File: src/rtl/deferred_eq_pkg.sv
// Shared types and helpers for the deferred equality checker.
package deferred_eq_pkg;

    typedef enum logic [1:0] {
        MATCH = 2'd0,
        PEND  = 2'd1,
        FAIL  = 2'd2
    } chan_state_t;

    // Add without wrap: clamps at max_val.
    function automatic logic [31:0] sat_add(input logic [31:0] acc,
                                            input logic [31:0] inc,
                                            input logic [31:0] max_val);
        logic [32:0] sum;
        sum = {1'b0, acc} + {1'b0, inc};
        return (sum > {1'b0, max_val}) ? max_val : sum[31:0];
    endfunction

endpackage

File: src/rtl/deferred_eq_channel.sv
// One compared channel: mismatch persistence FSM with a single-cycle fail pulse.
module deferred_eq_channel #(
    parameter int WIDTH = 8,
    parameter int DEFER = 2
) (
    input  logic             clk,
    input  logic             rst,
    input  logic             en,
    input  logic [WIDTH-1:0] a,
    input  logic [WIDTH-1:0] b,
    output logic             report,
    output logic             fail
);
    import deferred_eq_pkg::*;

    localparam int RUN_W = $clog2(DEFER + 1);
    localparam logic [RUN_W-1:0] ONE  = RUN_W'(1);
    localparam logic [RUN_W-1:0] LAST = RUN_W'(DEFER - 1);

    chan_state_t      state;
    logic [RUN_W-1:0] run;
    logic             neq;

    assign neq = (a != b);

    // Combinational "this sample completes the run" so the top can update
    // sticky/count/capture on the same edge that raises fail.
    assign report = en && neq &&
                    ((DEFER == 1) ? (state == MATCH)
                                  : (state == PEND && run == LAST));

    always_ff @(posedge clk) begin
        if (rst) begin
            state <= MATCH;
            run   <= '0;
            fail  <= 1'b0;
        end else begin
            fail <= report;
            if (en) begin
                case (state)
                    MATCH: if (neq) begin
                        run   <= ONE;
                        state <= (DEFER == 1) ? FAIL : PEND;
                    end
                    PEND: if (neq) begin
                        run <= run + ONE;
                        if (run == LAST) state <= FAIL;
                    end else begin
                        run   <= '0;
                        state <= MATCH;
                    end
                    FAIL: if (!neq) begin
                        run   <= '0;
                        state <= MATCH;
                    end
                    default: begin
                        run   <= '0;
                        state <= MATCH;
                    end
                endcase
            end
        end
    end

endmodule

File: config.mk
export PLATFORM = sky130hd
export DESIGN_NAME = deferred_eq_channel
export DESIGN_NICKNAME = d
export VERILOG_FILES = /design/src/rtl/deferred_eq_pkg.sv /design/src/rtl/deferred_eq_channel.sv
export SDC_FILE = /design/constraint.sdc
export NUM_CORES = 1
export LEC_CHECK = 0
export BUFFER_PORTS_ARGS = -buffer_cell sky130_fd_sc_hd__buf_2
export CORE_AREA = 2 2 39 41
export DETAILED_ROUTE_END_ITERATION = 10
export DIE_AREA = 0 0 41 43
export GPL_ROUTABILITY_DRIVEN = 0
export PLACE_DENSITY = 0.68
export SLEW_MARGIN = 20
export SYNTH_ARGS = -nofsm -noshare
export SYNTH_HDL_FRONTEND = slang
export SYNTH_SLANG_ARGS = --single-unit
File: constraint.sdc
create_clock -name clk -period 1.3 [get_ports clk]
set_input_delay 0.13 -clock clk [delete_from_list [all_inputs] [get_ports clk]]
set_output_delay 0.13 -clock clk [all_outputs]
set_load 0.01 [all_outputs]
After elaboration in Yosys (flattened, before gate mapping)
Cells that the tools add are included.
{ "classes": {"n_mux": 7, "n_shift": 0, "n_addsub": 1, "div": 0, "eq_ne": 7, "mul": 0, "order_cmp": 0, "n_bitwise": 0, "reduce_logical": 6} }
{ "ops": {"columns": ["operator", "count"], "rows": [
  ["2-bit case mux with 3 select lines", 2],
  ["2-bit 2-to-1 mux", 5],
  ["8-bit != test", 1],
  ["2-bit by 1-bit equality test with 1-bit output, second input constant", 2],
  ["2-bit != test, second input constant", 2],
  ["4-bit AND reduction", 1],
  ["1-bit logical AND", 3],
  ["3-bit by 2-bit != test with 1-bit output, second input constant", 1],
  ["3-bit AND reduction", 1],
  ["2-bit by 1-bit adder with 2-bit output, second input constant", 1],
  ["2-bit equality test, second input constant", 1],
  ["2-bit zero test", 1]
]} }
{ "word_totals": {"register_bits": 5, "ram_bits": 0, "romBits": 0, "latchBits": 0, "memories": 0, "word_cells": 24, "out_inout_bits": 2} }

Longest topological paths before layout
{ "depth": {"depth_word": 4, "ltp_mapped": 6} }

Worst setup path before layout
Ideal clock, no wire load.
{ "synth_timing": {"path_type": "flip-flop to flip-flop", "start": "register run[1]", "end": "register run[1]", "path_stages_with_launch": 5, "required_ns": 1.226, "path_slack_ns": 0.104, "setup_time_ns": 0.074, "t_arrival_ns": 1.122, "cell_sequence": "dfxtp_1 inv_1 or3_1 o32a_1 a31oi_1"} }
{ "synth_via": {"elab_chain_len": 3} }
{ "synth_lines": {"columns": ["item", "line_no", "rtl"], "rows": [
  ["start: declaration", "deferred_eq_channel.sv:21", "logic [RUN_W-1:0] run;"],
  ["start signal: assignment", "deferred_eq_channel.sv:46", "run <= run + ONE;"],
  ["2-bit by 1-bit adder with 2-bit output", "deferred_eq_channel.sv:46", null],
  ["2-bit 2-to-1 mux", "deferred_eq_channel.sv:45", "PEND: if (neq) begin"],
  ["2-bit case mux with 3 select lines", "deferred_eq_channel.sv:40", "case (state)"]
]} }
No other way between the ends.
A chain may end at the register's enable or synchronous reset.

Worst setup path after layout
{ "layout_timing": {"start": "register run[1]", "end": "output report"} }
{ "layout_via": {"elab_chain_len": 3} }
{ "layout_lines": {"columns": ["item", "line_no", "rtl"], "rows": [
  ["2-bit by 1-bit equality test with 1-bit output", "deferred_eq_channel.sv:30", ": (state == PEND && run == LAST));"],
  ["1-bit logical AND", "deferred_eq_channel.sv:30", null],
  ["1-bit logical AND", "deferred_eq_channel.sv:28", "assign report = en && neq &&"],
  ["end: declaration", "deferred_eq_channel.sv:11", "output logic report,"]
]} }
No other way between the ends.

==> run_results.csv <==
group,metric,value,unit
global_route,antenna_found_initial,0,
min_path,hold_path_class,"input pin to flip-flop",
power,irDropWorstVdd,0.574,mV
route,drt_iter0_drc,12,
route,vias,448,
yosys,synthDistinctLibCells,18,
run_status,outcome,"finished, final reports clean",
timing,fin_skew,2.41,ps
timing,fin_ws,14.3,ps
timing,setup_tns,0,ps
route,dr.pass1.iters,4,
cts,clk-insertion-delay-late,240,ps
cts,path_clk_slew,40,ps
placed_design,placed_cell_area,505,sq um
global_route,grt_overflow,0,
yosys,netlist_area,355,sq um
cts,cts.sinks,5,
timing,worst_pin_slew,194,ps
cts,hold_buffers,0,
layout,area_growth,65.5,%
layout,diodes,0,
placed_design,dp_slack,45.9,ps
timing,rsz0062_at_grt,"yes",
cts,cts_made_buffers,3,
yosys,synth_cells,44,
route,wl_per_cell,9.96,um
setup_path,crit_type,"flip-flop to output pin",
layout,multi_input_area,272,sq um
timing,finalHoldViolations,0,
placed_design,portBuffers,20,
yosys,syn_nets,64,
setup_path,r2r_setup_slack,60,ps
placed_design,hpwl,702,um
cts,cts_buffer_depth,2,
timing,report.final.slew_viol_count,0,
global_route,grt_pass1_wl,1500,um
cts,htree_levels,1,
floorplan,fp.dieW,41,um
timing,fmax,0.778,GHz
route,drc,0,
layout,regArea,103,sq um
cts,cts_tree,"done",
yosys,synth_seq_cells,5,
min_path,hold_end,"run[0]",
floorplan,rows,14,
floorplan,coreArea,1380,sq um
floorplan,chipHeight,43,um
power,p_clk_frac,0.356,
timing,worst_hold_slack,111,ps
route,vias_per_cell,4.92,
timing,max_slew_margin,0.871,
cts,cts_root_buf,"clkbuf_4",
layout,fill_cells,133,
timing,finalCriticalPeriod,1290,ps
global_route,track_usage,0.124,
yosys,async_flop_share,0,
setup_path,cp_max_fo,3,
run,drv_cap,0,
floorplan,start_util,0.257,
setup_path,arrival,1160,ps
global_route,grt_max_degree,7,
floorplan,die-area,1760,sq um
min_path,hold_start,"rst",
power,combPwrFrac,0.296,
yosys,yosysWarnings,0,
power,power,0.505,mW
power,power_frac_seq,0.348,
route,wirelength,906,um
floorplan,pin_count,21,
min_path,hold_depth,2,
layout,stdcell_area,588,sq um
timing,finalCritPeriodShare,0.989,
setup_path,end_kind,"output pin",
timing,setup_viol,0,
setup_path,r2r-end,"run[1]",
setup_path,worstPathRequired,1170,ps
layout,drive_gt1_frac,0.520,
yosys,avgSynthCellArea,8.08,sq um
route,ant_nets,0,
yosys,seq_area_frac_synth,0.282,
power,powerDensity,859,nW/um^2
global_route,grt_pass1_vias,396,
power,p_sw,0.143,mW
power,internal-power,0.362,mW
layout,nets,96,
setup_path,worst_r2r_path_depth,4,
yosys,synth_edf_count,0,
power,sw_frac_of_total,0.283,
yosys,synthFlopType,"dfxtp_1",
setup_path,critPathLaunchType,"flip-flop",
setup_path,r2r_start,"run[1]",
power,p_leak,0.263,nW
-- worst max-delay path: stages, from the launching register on --
cell and delay [ps]:
dfxtp_2 320, inv_2 80, ha_4 150, nand2_4 50, nor2_4 100, o21ai_2 60, inv_1 40, buf_2 110
-- worst max path at each step --
stage	from	endpoint	slack, ps	cells after the start
3_5_place_dp	run[1]	run[1]	50	4
4_1_cts	run[1]	report	-5	7
2_1_floorplan	run[1]	run[1]	100	4
3_3_place_gp	run[1]	run[1]	90	4
5_1_grt	run[1]	report	-60	7
6_report	run[1]	report	10	7
-- power groups by stage --
stage               logic (mW)  clock network, mW  registers, mW
global route             0.169              0.199          0.177
detailed placement       0.129                  0          0.175
finish                   0.150              0.180          0.176
global placement         0.128                  0          0.175
floorplan               0.0692                  0          0.176
CTS                      0.137              0.189          0.176
-- timing repair --
action / CTS / global route
pin swaps: 1 / 4
buffers inserted: 2 / 1
endpoints found under the setup margin: 1 / 2
resized for setup: 6 / 5
-- kinds of logic (layout without fill, tap and decap cells) --
kind of cell | after synthesis | count (layout) | share of synthesized area
simple gates | 13 | 13 | 0.211
buf+inv | 4 | 35 | 0.0422
flops | 5 | 5 | 0.282
xor+xnor | 8 | 8 | 0.197
compound gates | 13 | 13 | 0.232
fa+ha+maj | 1 | 1 | 0.0352
-- flip-flops by register name, summed over array words and instances, names as in the netlist --
signal  cells
fail        1
run         2
state       2
-- layout make-up --
type | count | area share
timing repair buffer | 27 | 0.260
clock buffer | 4 | 0.0447
inverter | 4 | 0.0255
sequential | 5 | 0.174
tap | 16 | 0.0340
multi-input combinational | 35 | 0.462
-- placed cells by master, fill, tap and decap left out --
cell,netlist,routed
nor2b_1,1,1
buf_4,0,7
nand4_2,2,2
or3_1,1,1
ha_4,0,1
xnor2_1,8,8
o22ai_1,1,1
clkbuf_4,0,3
o21ai_2,0,1
buf_2,0,20
o2111ai_1,1,1
dfxtp_1,5,3
nand2b_1,1,1
nand2_1,3,2
a31oi_1,2,2
dfxtp_2,0,2
nor3_1,1,1
a21oi_1,3,3
inv_2,0,1
o211ai_1,2,2
o32a_1,1,1
nor2_1,4,3
inv_1,4,3
o21ai_0,3,2
clkbuf_1,0,1
nor2_4,0,1
nand2_4,0,1
-- synthesized netlist by cell type, types with 2 or more instances --
cell type / instances / area (sq um)
a31oi_1: 2 / 12.5
nand2_1: 3 / 11.3
xnor2_1: 8 / 70.1
dfxtp_1: 5 / 100
nor2_1: 4 / 15.0
o211ai_1: 2 / 15.0
inv_1: 4 / 15.0
nand4_2: 2 / 25.0
a21oi_1: 3 / 15.0
o21ai_0: 3 / 15.0
-- layer usage --
metal,part of all wire,track usage,up-vias
met3,0.094,0.0262,4
met4,0.033,0.120,0
met2,0.48,0.172,25
li1,-,-,222
met5,0,0,-
met1,0.39,0.148,197
-- through the flow --
step                       util  instances
after detailed placement  0.365         84
after floorplan               -         44
after CTS                 0.406         90
after global routing      0.425         91
after global placement    0.365         84
final                     0.425         91
Power figures use the tool's default switching activity.
